## src/rtl/if_stage.sv

```systemverilog
// if_stage: instruction-fetch stage. Holds the PC, drives the instruction-memory
// address and loads the IF/ID pipeline register. The optional HALT detector
// (freezes fetch on the all-ones word) is built only when IF_STAGE_HALT_EN is
// defined; otherwise 0xFFFFFFFF is an ordinary instruction and o_halted is 0.
module if_stage #(
   parameter int unsigned           NB_data  = 32,
   parameter int unsigned           NB_pc    = 32,
   parameter logic [NB_pc-1:0]      RESET_PC = '0
) (
   input  logic                 clk,
   input  logic                 reset,
   input  logic                 i_stall,
   input  logic                 i_flush,
   input  logic                 i_branch_taken,
   input  logic [NB_pc-1:0]     i_branch_target,
   input  logic                 i_jump,
   input  logic [NB_pc-1:0]     i_jump_target,
   output logic [NB_pc-1:0]     o_imem_addr,
   input  logic [NB_data-1:0]   i_imem_data,
   output logic [NB_data-1:0]   o_instr,
   output logic [NB_pc-1:0]     o_pc_plus4,
   output logic                 o_valid,
   output logic                 o_halted
);

   localparam logic [0:0]          RUN      = 1'b0;
   localparam logic [0:0]          HALTED   = 1'b1;
   localparam logic [NB_data-1:0]  NOP_WORD = '0;

   logic [0:0]          state;
   logic [0:0]          state_next;
   logic [NB_pc-1:0]    pc;
   logic [NB_pc-1:0]    pc_next;
   logic [NB_data-1:0]  instr_next;
   logic [NB_pc-1:0]    pc_plus4_next;
   logic                valid_next;

   logic [NB_pc-1:0]    pc_plus4_c;
   logic [NB_pc-1:0]    branch_tgt_c;
   logic [NB_pc-1:0]    jump_tgt_c;
   logic                redirect_c;
   logic                halt_word_c;
   logic                unused_tgt_lsbs;

   // Word-aligned targets; the low two target bits are deliberately dropped
   assign branch_tgt_c    = {i_branch_target[NB_pc-1:2], 2'b00};
   assign jump_tgt_c      = {i_jump_target[NB_pc-1:2], 2'b00};
   assign unused_tgt_lsbs = ^{i_branch_target[1:0], i_jump_target[1:0]};

   assign pc_plus4_c  = pc + NB_pc'(4);
   assign redirect_c  = i_branch_taken | i_jump;
   assign o_imem_addr = pc;

`ifdef IF_STAGE_HALT_EN
   localparam logic [NB_data-1:0] HALT_WORD = '1;
   assign halt_word_c = (i_imem_data == HALT_WORD);
   assign o_halted    = (state == HALTED);
`else
   assign halt_word_c = 1'b0;
   assign o_halted    = 1'b0;
`endif

   // State register, PC and IF/ID pipeline register
   always_ff @(posedge clk or negedge reset) begin
      if (!reset) begin
         state      <= RUN;
         pc         <= RESET_PC;
         o_instr    <= '0;
         o_pc_plus4 <= '0;
         o_valid    <= 1'b0;
      end else begin
         state      <= state_next;
         pc         <= pc_next;
         o_instr    <= instr_next;
         o_pc_plus4 <= pc_plus4_next;
         o_valid    <= valid_next;
      end
   end

   // Next-state, next-PC and IF/ID load selection
   always_comb begin
      state_next    = state;
      pc_next       = pc_plus4_c;
      instr_next    = o_instr;
      pc_plus4_next = o_pc_plus4;
      valid_next    = o_valid;

      // Next PC: branch (older) beats jump, then stall/halt hold, else sequential
      if (i_branch_taken) begin
         pc_next = branch_tgt_c;
      end else if (i_jump) begin
         pc_next = jump_tgt_c;
      end else if (i_stall) begin
         pc_next = pc;
      end else if (state == HALTED) begin
         pc_next = pc;
      end else if (halt_word_c && !i_flush) begin
         pc_next = pc;
      end

      // IF/ID: bubble on flush/redirect, hold on stall, bubble while halted
      if (i_flush || redirect_c) begin
         instr_next = NOP_WORD;
         valid_next = 1'b0;
      end else if (i_stall) begin
         instr_next    = o_instr;
         pc_plus4_next = o_pc_plus4;
         valid_next    = o_valid;
      end else if (state == HALTED) begin
         instr_next = NOP_WORD;
         valid_next = 1'b0;
      end else begin
         instr_next    = i_imem_data;
         pc_plus4_next = pc_plus4_c;
         valid_next    = 1'b1;
      end

      // HALT is entered only on a clean fetch; a redirect is the only way out
      case (state)
         RUN: begin
            if (halt_word_c && !i_stall && !i_flush && !redirect_c) begin
               state_next = HALTED;
            end
         end
         HALTED: begin
            if (redirect_c) begin
               state_next = RUN;
            end
         end
         default: state_next = RUN;
      endcase
   end

endmodule

```

## config.mk

```make
export PLATFORM = sky130hd
export DESIGN_NAME = if_stage
export DESIGN_NICKNAME = d
export VERILOG_FILES = /design/src/rtl/if_stage.sv
export SDC_FILE = /design/constraint.sdc
export NUM_CORES = 1
export LEC_CHECK = 0
export CAP_MARGIN = 10
export CELL_PAD_IN_SITES_DETAIL_PLACEMENT = 1
export CELL_PAD_IN_SITES_GLOBAL_PLACEMENT = 1
export CORE_MARGIN = 2
export CORE_UTILIZATION = 30
export CTS_CLUSTER_DIAMETER = 150
export DETAILED_ROUTE_END_ITERATION = 16
export HOLD_SLACK_MARGIN = 0.02
export PLACE_DENSITY = 0.75
export REMOVE_ABC_BUFFERS = 1
export SETUP_SLACK_MARGIN = 0.02
export SLEW_MARGIN = 20
export SYNTH_ARGS = -nofsm -noshare
export SYNTH_HDL_FRONTEND = slang
export SYNTH_SLANG_ARGS = --single-unit
```

## constraint.sdc

```tcl
create_clock -name clk -period 2.9 [get_ports clk]
set_clock_uncertainty 0.2 [all_clocks]
set_input_delay 0.725 -clock clk [delete_from_list [all_inputs] [get_ports clk]]
set_output_delay 0.725 -clock clk [all_outputs]
set_load 0.05 [all_outputs]
```

* Word-level counts from Yosys, hierarchy flattened
Index checks and enable logic that the tools add are counted.
Storage, ports and cells: word-level logic and storage cells 28, output and inout bits 98, bits of input ports 102, flip-flop bits (word level) 98
Cells by class: eq/ne operators 3, add/subtract/negate cells 1, reduce and logical (&&, ||, !) cells 3, bitwise operators 4, multiplexer cells 12
Operators with widths (count):
- 2-to-1 mux 32 bit | 7
- adder 32 x 3 -> 32 bit, second input constant | 1
- 2-to-1 mux 1 bit | 4
- inequality test 3 x 1 -> 1 bit, second input constant | 1
- inequality test 3 bit, second input constant | 1
- inverter 1 bit | 3
- AND reduction 3 bit | 1
- inequality test 2 x 1 -> 1 bit, second input constant | 1
- one-hot mux 1 bit (2 select lines) | 1
- AND reduction 2 bit | 1
- logical OR 1 bit | 1
- OR 1 bit | 1

* Longest topological paths before layout
word-level depth 5, depth in mapped cells 7, mapped depth without buffers 6

* Least setup slack after synthesis
Ideal clock, no wire load.
path kind reg-to-reg, from reg pc[2], in the netlist o_imem_addr[2], to reg pc[18], in the netlist o_imem_addr[18], path slack 247 ps, required time 2578 ps, path buffers 1, clock period less this slack 2653 ps, setup time 122 ps, stages on the path, launching flop included 8, data arrival time 2330 ps, cell sequence dfrtp_1 ha_1 clkbuf_1 nand4_1 nor4_1 and4_1 a31oi_1 o22a_1
On the way: cells in the longest elaborated chain, start to end 5
Ends and longest elaborated chain:
- from (decl) | RTL line 32 | logic [NB_pc-1:0] pc;
- from (signal assigned) | RTL line 73 | pc <= pc_next;
- adder 32 x 3 -> 32 bit | RTL line 50 | assign pc_plus4_c = pc + NB_pc'(4);
- 2-to-1 mux 32 bit | RTL line 95 | end else if (state == HALTED) begin
- 2-to-1 mux 32 bit | RTL line 93 | end else if (i_stall) begin
- 2-to-1 mux 32 bit | RTL line 91 | end else if (i_jump) begin
- 2-to-1 mux 32 bit | RTL line 89 | if (i_branch_taken) begin
Every way passes these cells. The select of a mux whose other input is x is not followed. A chain may end at the register's enable or synchronous reset.

* Worst setup path after layout
from reg pc[20], in the netlist o_imem_addr[20], to out o_imem_addr[20]
RTL lines:
- to (decl) | RTL line 18 | output logic [NB_pc-1:0] o_imem_addr,
No word-level cell between the ends.

==> flow_summary.ini <==
[outcome]
status = finished clean

[synth]
post-synth-top-count-cell = dfrtp_1
synthAdderAreaFrac = 0.002634
synthXorXnorAreaFrac = 0.07192
synth-edff-count = 0
synthArstFlopShare = 1.000
synth_top_family_by_area = compound AO/OA/AOI/OAI gates
synth_top_area_frac = 0.4953
synth-simple-area-share = 0.1834
syn_area_mm2 = 0.004750
synth_common_cells = 94 x dfrtp_1, 64 x nand2_1, 35 x o21ai_0
postSynthCellCount = 490
ys_ff_latch = 94
yosysSeqAreaShare = 0.4953
synthMuxAreaShare = 0.006322
synth.area.top_cells = dfrtp_1 50%, a22o_1 5.9%, nand2_1 5.1%, xor2_1 3.9%, o21ai_0 3.7%
synth.largest_area_cell = dfrtp_1
avgSynthCellArea_um2 = 9.693
ys_types = 47
synth-compound-area-share = 0.1978
synthFlopType = dfrtp_1
yosys_warnings = 0

[final_layout]
fin_area_mm2 = 0.007337
fillCellCount = 1729
diodes = 0
syn2layout_area_growth_pct = 54.48
instances_no_fill = 899
final_util = 0.4791
nets = 786
drive_gt1_frac = 0.08721

[clock_tree]
cts_tree = done
clkSinkCount = 94
hold_buffers = 0
root_buffer = clkbuf_16
htreeDepth = 3
clockBufferDepth = 2
post_cts_buffers = 0
insertion_delay_ns = 0.35
cts_resized = 0
clk_pin_slew_worst_paths_ns = 0.07
numCtsBuffers = 9

[place]
place.gp.congestion = 0.8629
dp_hpwl_mm = 13.52
dp_cells = 883
pre_cts_slack_ns = 0.1607
detailed_place.area_mm2 = 0.007013
port_buffers = 190

[timing]
hold_slack_ns = 0.2209
finalSetupTns_ns = 0
finalHoldViolCount = 0
worst_pin_slew_ns = 0.6691
period_share = 0.9450
period_needed_ns = 2.740
relSlewSlack = 0.5540
final.setup.worst_slack_ns = 0.1595
rsz0062_at_grt = false
drv_slew = 0
setup_viol = 0
max_freq_mhz = 364.9

[grt]
grt_util_all_layers = 0.2147
antenna_found_initial = 0
grt_pass1_wl_mm = 27.84
grt_max_degree = 52
gr-total-overflow = 0
grt_pass1_vias = 5024

[floorplanning]
initial_core_util = 0.3101
die_w_um = 129.8
rows = 45
core-area_mm2 = 0.01531
io_pins = 200
die_h_um = 129.8
die_area_mm2 = 0.01685

[worst_setup_path]
slowest_stage = clkdlybuf4s50_1
r2r_slack_ns = 0.49
worst-path-buf-inv = 1
crit_family = buffers and inverters
cp-start-kind = flip-flop
cp_max_fo = 10
cp-end-kind = primary output
setup.worst_path.class = flip-flop to primary output
arrival_ns = 1.82
required_ns = 1.98
critical_path.cell_chain = clkdlybuf4s50_1
cpPeakStageDelay_ns = 0.92

[detailed_routing]
vias_per_cell = 5.160
drc = 0
drt_iter0_drc = 170
wl_mm = 17.81
vias = 4639
drtPass1Iterations = 4
wl_per_cell_um = 19.81
drt.antenna.violating_nets = 0

[run]
maxCapViolations = 0

[pwr]
ir_worst_vdd_mv = 0.3361
power_density_mw_per_mm2 = 580.5
finalPower_mw = 4.259
p_leak_nw = 2.976

[hold_path]
min_path_type = input pin to async pin
## cell type report
cell class / instances / area, um^2 / area share
clock buffer: 10 / 239.0 / 0.03257
clock inverter: 6 / 85.08 / 0.01160
inverter: 4 / 15.01 / 0.002046
multi-input combinational: 356 / 2222 / 0.3029
sequential: 94 / 2352 / 0.3206
tap: 211 / 264.0 / 0.03598
timing repair buffer: 218 / 2160 / 0.2943
## flip-flops by register name, indices dropped and copies added (netlist names)
name,flops
o_pc_plus4,30
o_instr,32
o_imem_addr,30
o_valid,1
state,1
## cell usage in the layout (no fill, tap or decap), types with 2 or more instances in the layout
| cell | netlist | final |
|---|---|---|
| a211oi_1 | 2 | 2 |
| a21oi_1 | 29 | 29 |
| a22o_1 | 32 | 32 |
| a22oi_1 | 10 | 10 |
| a31oi_1 | 4 | 4 |
| and2_1 | 6 | 6 |
| and3_1 | 9 | 9 |
| and4_1 | 4 | 4 |
| buf_12 | 0 | 4 |
| buf_4 | 6 | 25 |
| bufinv_16 | 0 | 2 |
| clkbuf_16 | 0 | 9 |
| clkdlybuf4s50_1 | 0 | 189 |
| clkinv_2 | 0 | 2 |
| clkinvlp_4 | 0 | 2 |
| conb_1 | 1 | 5 |
| dfrtp_1 | 94 | 94 |
| inv_1 | 4 | 4 |
| mux2i_1 | 3 | 3 |
| nand2_1 | 64 | 64 |
| nand3_1 | 11 | 11 |
| nand4_1 | 16 | 16 |
| nor2_1 | 24 | 23 |
| nor3_1 | 11 | 11 |
| nor4_1 | 4 | 4 |
| nor4_2 | 3 | 3 |
| nor4_4 | 2 | 2 |
| o21a_1 | 2 | 2 |
| o21ai_0 | 35 | 35 |
| o21ai_1 | 9 | 9 |
| o221ai_1 | 5 | 5 |
| o22a_1 | 2 | 2 |
| o22ai_1 | 7 | 7 |
| or2_2 | 3 | 3 |
| or3_1 | 2 | 2 |
| xnor2_1 | 18 | 18 |
| xor2_1 | 21 | 21 |
## metal layers
layer / GRT usage / routed length [um]
met1: 0.2785 / 7839
met3: 0.04797 / 1342
met5: 0 / 0
met2: 0.3526 / 8333
met4: 0.07906 / 292
## worst paths after layout
check	start	end	cells after the start
max in group asynchronous	reset	o_pc_plus4[23]$_DFFE_PN0P_	2
setup reg to reg	o_imem_addr[15]$_DFFE_PN0P_	o_imem_addr[25]$_DFFE_PN0P_	5
setup / recovery	o_imem_addr[20]$_DFFE_PN0P_	o_imem_addr[20]	1
hold reg to reg	o_pc_plus4[28]$_DFFE_PN0P_	o_pc_plus4[28]$_DFFE_PN0P_	2
min in group clk	o_pc_plus4[28]$_DFFE_PN0P_	o_pc_plus4[28]$_DFFE_PN0P_	2
hold / removal	reset	o_instr[16]$_DFFE_PN0P_	1
## logic make-up after synthesis
kind of cell / Yosys count
compound gates: 144
fa+ha+maj: 1
other cells: 1
simple gates: 164
xor+xnor: 39
mux: 3
buf+inv: 44
flops: 94
## power breakdown
group	total (mW)	switching (mW)	leakage, nW	internal (mW)
clock	1.28	0.506	0.154	0.776
sequential	1.61	0.156	1.21	1.45
combinational	1.37	0.861	1.61	0.508
total	4.26	1.52	2.98	2.74
Note: power is estimated with default switching activity, not from simulation.
